[src/rtl/norm_shift.sv]
// Multi-cycle normalizer: binary-search count-leading-zeros / redundant-sign-bits
// plus the normalized word, one search step per cycle behind a valid/ready handshake.
module norm_shift #(
  parameter int unsigned WIDTH = 32
) (
  input  logic             clk,
  input  logic             rst,
  input  logic             flush,
  input  logic             in_valid,
  output logic             in_ready,
  input  logic [WIDTH-1:0] din,
  input  logic             AL,
  output logic             out_valid,
  input  logic             out_ready,
  output logic [WIDTH-1:0] dout,
  output logic [5:0]       shamt,
  output logic             zero
);

  localparam logic [2:0] KFirst = 3'd4;

  typedef enum logic [1:0] {
    StIdle,
    StRun,
    StDone
  } state_e;

  state_e           state_q, state_d;
  logic [2:0]       k_q, k_d;
  logic [WIDTH-1:0] w_q, w_d;
  logic [5:0]       c_q, c_d;
  logic             al_q, al_d;
  logic             zflag_q, zflag_d;
  logic             out_valid_q, out_valid_d;
  logic [WIDTH-1:0] dout_q, dout_d;
  logic [5:0]       shamt_q, shamt_d;
  logic             zero_q, zero_d;

  logic             accept;
  logic             hit;
  logic [5:0]       n;
  logic [WIDTH-1:0] w_step;
  logic [5:0]       c_step;

  assign in_ready = !rst && !flush &&
                    ((state_q == StIdle) || ((state_q == StDone) && out_ready));
  assign accept   = in_valid && in_ready;

  // One search step: test the top n bits (zero mode) or top n+1 bits (sign mode).
  always_comb begin
    hit = 1'b0;
    case (k_q)
      3'd4:    hit = al_q ? ((&w_q[31:15]) || !(|w_q[31:15])) : !(|w_q[31:16]);
      3'd3:    hit = al_q ? ((&w_q[31:23]) || !(|w_q[31:23])) : !(|w_q[31:24]);
      3'd2:    hit = al_q ? ((&w_q[31:27]) || !(|w_q[31:27])) : !(|w_q[31:28]);
      3'd1:    hit = al_q ? ((&w_q[31:29]) || !(|w_q[31:29])) : !(|w_q[31:30]);
      3'd0:    hit = al_q ? (w_q[31] == w_q[30]) : !w_q[31];
      default: hit = 1'b0;
    endcase
  end

  assign n      = 6'd1 << k_q;
  assign w_step = hit ? (w_q << n) : w_q;
  assign c_step = hit ? (c_q + n) : c_q;

  always_comb begin
    state_d     = state_q;
    k_d         = k_q;
    w_d         = w_q;
    c_d         = c_q;
    al_d        = al_q;
    zflag_d     = zflag_q;
    out_valid_d = out_valid_q;
    dout_d      = dout_q;
    shamt_d     = shamt_q;
    zero_d      = zero_q;

    if (flush) begin
      // Result registers keep their stale contents; only control is cleared.
      state_d     = StIdle;
      out_valid_d = 1'b0;
    end else begin
      case (state_q)
        StIdle: begin
          if (accept) begin
            w_d     = din;
            c_d     = 6'd0;
            al_d    = AL;
            zflag_d = (din == '0);
            k_d     = KFirst;
            state_d = StRun;
          end
        end
        StRun: begin
          w_d = w_step;
          c_d = c_step;
          if (k_q == 3'd0) begin
            state_d     = StDone;
            out_valid_d = 1'b1;
            dout_d      = w_step;
            zero_d      = zflag_q;
            // The search tops out at 31; 32 is only reachable for a zero operand.
            shamt_d     = (!al_q && zflag_q) ? 6'd32 : c_step;
          end else begin
            k_d = k_q - 3'd1;
          end
        end
        StDone: begin
          if (out_ready) begin
            out_valid_d = 1'b0;
            state_d     = StIdle;
            if (accept) begin
              w_d     = din;
              c_d     = 6'd0;
              al_d    = AL;
              zflag_d = (din == '0);
              k_d     = KFirst;
              state_d = StRun;
            end
          end
        end
        default: begin
          state_d     = StIdle;
          out_valid_d = 1'b0;
        end
      endcase
    end
  end

  always_ff @(posedge clk) begin
    if (rst) begin
      state_q     <= StIdle;
      k_q         <= KFirst;
      w_q         <= '0;
      c_q         <= 6'd0;
      al_q        <= 1'b0;
      zflag_q     <= 1'b0;
      out_valid_q <= 1'b0;
      dout_q      <= '0;
      shamt_q     <= 6'd0;
      zero_q      <= 1'b0;
    end else begin
      state_q     <= state_d;
      k_q         <= k_d;
      w_q         <= w_d;
      c_q         <= c_d;
      al_q        <= al_d;
      zflag_q     <= zflag_d;
      out_valid_q <= out_valid_d;
      dout_q      <= dout_d;
      shamt_q     <= shamt_d;
      zero_q      <= zero_d;
    end
  end

  assign out_valid = out_valid_q;
  assign dout      = dout_q;
  assign shamt     = shamt_q;
  assign zero      = zero_q;

endmodule

[config.mk]
export PLATFORM = sky130hd
export DESIGN_NAME = norm_shift
export DESIGN_NICKNAME = d
export VERILOG_FILES = /design/src/rtl/norm_shift.sv
export SDC_FILE = /design/constraint.sdc
export NUM_CORES = 1
export LEC_CHECK = 0
export BUFFER_PORTS_ARGS = -buffer_cell sky130_fd_sc_hd__buf_2
export CORE_AREA = 2 2 106 108
export DETAILED_ROUTE_END_ITERATION = 7
export DIE_AREA = 0 0 108 110
export PLACE_DENSITY = 0.77
export SETUP_SLACK_MARGIN = 0.15
export SLEW_MARGIN = 15
export SYNTH_ARGS = -nofsm -noshare
export SYNTH_HDL_FRONTEND = slang
export SYNTH_SLANG_ARGS = --single-unit
[constraint.sdc]
create_clock -name clk -period 4.3 [get_ports clk]
set_clock_uncertainty 0.15 [all_clocks]
set_input_delay 0.43 -clock clk [delete_from_list [all_inputs] [get_ports clk]]
set_output_delay 0.43 -clock clk [all_outputs]
set_load 0.05 [all_outputs]
## Word level (Yosys, flattened, before mapping)

Cells that the tools add are included.

| operators by class | value |
|---|---|
| add/subtract/negate cells | 2 |
| equality and inequality tests | 11 |
| shift operators | 2 |
| muxes and demuxes | 33 |
| bitwise logic cells | 2 |
| reductions and logical operators | 46 |

Operators by type and width:

| cell | count |
|---|---|
| two-way mux 32 bit | 3 |
| one-hot mux 32 bit (3 select lines) | 1 |
| logical NOT 32 bit | 1 |
| left shift 32 x 6 -> 32 bit | 1 |
| two-way mux 6 bit | 4 |
| one-hot mux 6 bit (3 select lines) | 1 |
| AND reduction 3 bit | 6 |
| AND reduction 17 bit | 1 |
| OR reduction 17 bit | 1 |
| OR reduction 16 bit | 1 |
| logical NOT 1 bit | 12 |
| two-way mux 1 bit | 12 |
| two-way mux 3 bit | 3 |
| one-hot mux 3 bit (3 select lines) | 1 |
| AND reduction 9 bit | 1 |
| OR reduction 9 bit | 1 |
| inequality test 2 bit, second input constant | 4 |
| OR reduction 8 bit | 1 |
| adder 6 bit | 1 |
| == test 3 x 2 -> 1 bit, second input constant | 2 |
| two-way mux 2 bit | 3 |
| one-hot mux 2 bit (3 select lines) | 1 |
| left shift 1 x 3 -> 6 bit, first input constant | 1 |
| logical AND 1 bit | 5 |
| other kinds (21) | 28 |

| storage, ports and cells | value |
|---|---|
| bits in registers | 85 |
| bits of input ports | 38 |
| output and inout bits | 41 |
| word-level logic and storage cells | 106 |

## Longest topological paths before layout

| logic depth | value |
|---|---|
| depth in word-level cells | 8 |
| gate-level depth with buffers | 15 |
| gate-level depth less buffers | 13 |

## Worst setup path before layout

No wires, ideal clock.

| timing | value |
|---|---|
| path type | reg2reg |
| start | reg k_q[1] |
| end | reg c_q[5] |
| library setup time | 74 ps |
| arrival time | 3032 ps |
| data required time | 4076 ps |
| path slack | 1043 ps |
| stages on the path, launching flop included | 15 |
| period minus slack after synthesis | 3257 ps |
| cells stage by stage | dfxtp_1 inv_1 ha_1 clkbuf_1 nor2b_1 buf_1 clkbuf_1 ha_1 a21oi_1 o211ai_1 a21oi_1 xnor2_1 o21ai_1 or4_1 a31oi_1 |

| on the way | value |
|---|---|
| word-level cells in the longest chain between the ends | 4 |
| elaborated cells between the ends (all ways) | 10 |

RTL lines:

| what | RTL line | source |
|---|---|---|
| from (decl) | 29 | `logic [2:0] k_q, k_d;` |
| from (signal assigned) | 133 | `k_q <= KFirst;` |
| from (signal assigned) | 144 | `k_q <= k_d;` |
| left shift 1 x 3 -> 6 bit, or another cell as far along | 62 | `assign n = 6'd1 << k_q;` |
| adder 6 bit or one-hot mux 1 bit (5 select lines) (tied branches) | 64, 52 |  |
| two-way mux 6 bit * | 64 | `assign c_step = hit ? (c_q + n) : c_q;` |
| one-hot mux 6 bit (3 select lines) * | 83 | `case (state_q)` |
| to (signal assigned) | 135 | `c_q <= 6'd0;` |
| to (signal assigned) | 146 | `c_q <= c_d;` |
| to (decl) | 31 | `logic [5:0] c_q, c_d;` |

Every way passes the cells marked *; elsewhere a longest branch is shown, timed or not.
A chain may end at the register's enable or synchronous reset.

## Worst setup path after layout

| timing | value |
|---|---|
| start | reg k_q[0] |
| end | reg dout_q[22] (netlist: dout[22]) |

| on the way | value |
|---|---|
| word-level cells in the longest chain between the ends | 3 |
| elaborated cells between the ends (all ways) | 10 |

RTL lines:

| what | RTL line | source |
|---|---|---|
| left shift 1 x 3 -> 6 bit, or another cell as far along | 62 |  |
| left shift 32 x 6 -> 32 bit or one-hot mux 1 bit (5 select lines) (tied branches) | 63, 52 |  |
| two-way mux 32 bit | 63 | `assign w_step = hit ? (w_q << n) : w_q;` |
| to (signal assigned) | 150 | `dout_q <= dout_d;` |
| to (decl) | 35 | `logic [WIDTH-1:0] dout_q, dout_d;` |

Several ways; a longest one is shown, not always the timed one.

==> results.ini <==
[yosys]
synth.ff_latch_count=85
post_synthesis_cell_count=797
yosysWarnings=0
synth.net_count=847
synth_seq_area_share_pct=27.4
synthesis.area_sq_um=6220
synth_edf_count=0
synth.distinct_cells=70
synth_flop_cell=dfxtp_1
syn-mean-instance-area_sq_um=7.80
async_reset_ff_share_pct=0

[routing]
drt-total-wl_um=25200
drt-wirelength-per-cell_um=25.6
drcViolationCount=0
ant_nets=0
via_to_cell_ratio=7.26
drt_iter0_markers=1096
drt_first_pass_iters=6
via_count=7162

[layout]
area_growth_syn_to_layout_pct=10.9
drive_gt1_share_pct=19.3
final_design_area_no_fill_sq_um=6890
fillcell_total=963
antenna-diode-count=0
nNetsFinal=891

[die]
pin_count=79
core_region_area_sq_um=10700
dieHeight_um=110
floorplan.die.width_um=108
start_util_pct=58.1
die_area_sq_um=11900
fp-row-count=38

[status]
status=completed

[sta]
setup_slack_ns=0.527
grt_setup_unrepaired=false
fin_crit_sh_pct=87.7
slew_headroom_pct=36.2
fin_setup_tns_ns=0
timing.final.max_slew_violations=0
post-route-min-period_ns=3.77
timing.final.setup_violations=0
final-hold-violation-count=0
maximum_achievable_frequency_ghz=0.265
max_slew.worst_pin.slew_ns=0.956

[cts]
postCtsSetupRepairBufs=0
cts_inserted_buffers=9
cts-root-buf=clkbuf_8
clockBufferDepth=2
cts_sinks=85
clk_pin_slew_worst_setup_hold_paths_ns=0.09
cts.hold.buffers_added=0
cts_htree_levels=3
cts_tree=done
clk-insertion-delay-late_ns=0.39
postCtsResizedCells=0

[global_route]
grt_overflow=0
grt_use_total_pct=43.0
first_global_vias=6672
grt_max_degree=59
antenna_found_initial=0
grt_first_pass_wirelength_um=38300

[min_path]
hold_path_class=input pin to register

[setup_path]
crit_path_max_incr_delay_ns=0.59
worstSetupPathType=register to register
regToRegStartpoint=k_q[0]
setup_slack_on_the_worst_flop_to_flop_path_ns=0.53
r2r_cells=10
critical_path.top_delay_family=compound AO/OA/AOI/OAI gates
critPathCapture=dout[22]
r2r_end=dout[22]
worst-path-stages=10
worstPathBufferInverterCount=2
cp.required_ns=4.46
startpoint_class_of_the_critical_path=register
cp.arrival_ns=3.93
setup.worst_path.start=k_q[0]
path_cells=inv_1 -> ha_1 -> nand2b_2 -> buf_12 -> mux2i_1 -> mux4_2 -> a22o_1 -> a211oi_1 -> mux2i_1 -> a211oi_1
endpoint_kind=register
timing.critical_path.fanout_max=31
crit_path_top_delay_cell=mux4_2

[place]
portBuffers=78
placement.setup.worst_slack_ns=0.656
dpl-instance-area_sq_um=6710
dp.final_hpwl_um=18700
finalWeightedCongestion=1.06

[flow_run]
max-cap-violations=0

[power]
power.density_nw_per_um2=296
p_leak_nw=2.70
irDropWorstVdd_mv=0.332

[worst register-to-register path: stages, from the launching register on]
cell,delay (ns)
dfxtp_1,0.34
inv_1,0.14
ha_1,0.42
nand2b_2,0.31
buf_12,0.29
mux2i_1,0.22
mux4_2,0.59
a22o_1,0.31
a211oi_1,0.49
mux2i_1,0.18
a211oi_1,0.25
[Yosys cell counts (10+ instances only)]
master | instances | share of area (%)
a31oi_1 | 16 | 1.6
mux2i_1 | 40 | 6.4
nor2_1 | 73 | 4.4
o21ai_0 | 37 | 3.0
nand3_1 | 17 | 1.4
a311oi_1 | 19 | 2.7
buf_1 | 13 | 0.78
o211ai_1 | 13 | 1.6
a21oi_1 | 49 | 3.9
nor4_1 | 10 | 1.0
dfxtp_1 | 85 | 27
a211oi_1 | 29 | 3.5
inv_1 | 19 | 1.1
clkbuf_1 | 47 | 2.8
ha_1 | 11 | 2.2
nand4_1 | 11 | 1.1
mux4_2 | 15 | 5.4
nand2_1 | 91 | 5.5
nor3_1 | 34 | 2.7
[power by group]
group | total, mW | switching (mW) | internal [mW]
registers | 0.855 | 0.0469 | 0.809
clock network | 0.546 | 0.318 | 0.228
logic | 0.642 | 0.435 | 0.208
total | 2.04 | 0.799 | 1.24
[flip-flops by register name, indices dropped and copies added, names as in the netlist]
| name | cells |
|---|---|
| zflag_q | 1 |
| w_q | 32 |
| al_q | 1 |
| zero | 1 |
| out_valid | 1 |
| k_q | 3 |
| dout | 32 |
| state_q | 2 |
| c_q | 6 |
| shamt | 6 |
[worst min-delay path by stage]
| stage | startpoint | to | slack, ns | depth (start not counted) |
|---|---|---|---|---|
| 2_1_floorplan | zflag_q | zero | 0.30 | 2 |
| 3_3_place_gp | shamt[1] | shamt[1] | 0.28 | 2 |
| 3_5_place_dp | shamt[4] | shamt[4] | 0.29 | 2 |
| 4_1_cts | AL | al_q | 0.12 | 3 |
| 5_1_grt | AL | al_q | 0.13 | 3 |
| 6_report | AL | al_q | 0.12 | 3 |
[placed cells by master, fill, tap and decap left out, types with 9 or more instances in the layout]
cell type,Yosys,layout
nand2_1,91,91
dfxtp_1,85,85
buf_2,9,78
nor2_1,73,72
a21oi_1,49,49
mux2i_1,40,40
o21ai_0,37,37
nor3_1,34,34
a211oi_1,29,29
buf_4,3,28
inv_1,19,19
a311oi_1,19,19
nand3_1,17,17
a31oi_1,16,16
mux4_2,15,15
o211ai_1,13,13
nand4_1,11,11
ha_1,11,11
nor4_1,10,10
clkbuf_8,0,10
or3_1,9,9
[layout make-up]
| type | count | area (sq um) | area share (%) |
|---|---|---|---|
| Tap cell | 140 | 175 | 2.54 |
| Timing Repair Buffer | 107 | 621 | 9.00 |
| Clock buffer | 10 | 138 | 2.00 |
| Sequential cell | 85 | 1700 | 24.7 |
| Multi-Input combinational cell | 617 | 4140 | 60.0 |
| Inverter | 21 | 78.8 | 1.14 |
| Clock inverter | 6 | 45.0 | 0.653 |
[logic make-up after synthesis]
kind of cell | after synthesis | share of synthesized area [%]
simple gates | 293 | 22.5
xor+xnor | 7 | 0.986
compound gates | 243 | 27.2
flops | 85 | 27.4
buf+inv | 95 | 6.34
fa+ha+maj | 12 | 2.54
mux | 62 | 13.1
[per-stage QoR]
step / power (mW) / hold WS (ns) / std cells / util, %
global placement: 1.47 / 0.284 / 970 / 62.7
finish: 2.04 / 0.121 / 986 / 64.4
global route: 2.10 / 0.130 / 986 / 64.4
floorplan: 1.29 / 0.296 / 797 / -
CTS: 2.01 / 0.119 / 986 / 64.4
detailed placement: 1.48 / 0.292 / 970 / 62.7
[routing by layer]
| layer | vias to the layer above | share of wire (%) | global-route usage [%] | wire, um |
|---|---|---|---|---|
| li1 | 3084 | - | - | - |
| met1 | 3317 | 37 | 53.7 | 9310 |
| met2 | 609 | 45 | 68.9 | 11200 |
| met3 | 152 | 12 | 9.52 | 2940 |
| met4 | 0 | 6.9 | 24.5 | 1740 |
| met5 | - | 0 | 0 | 0 |
Power figures use the tool's default switching activity.
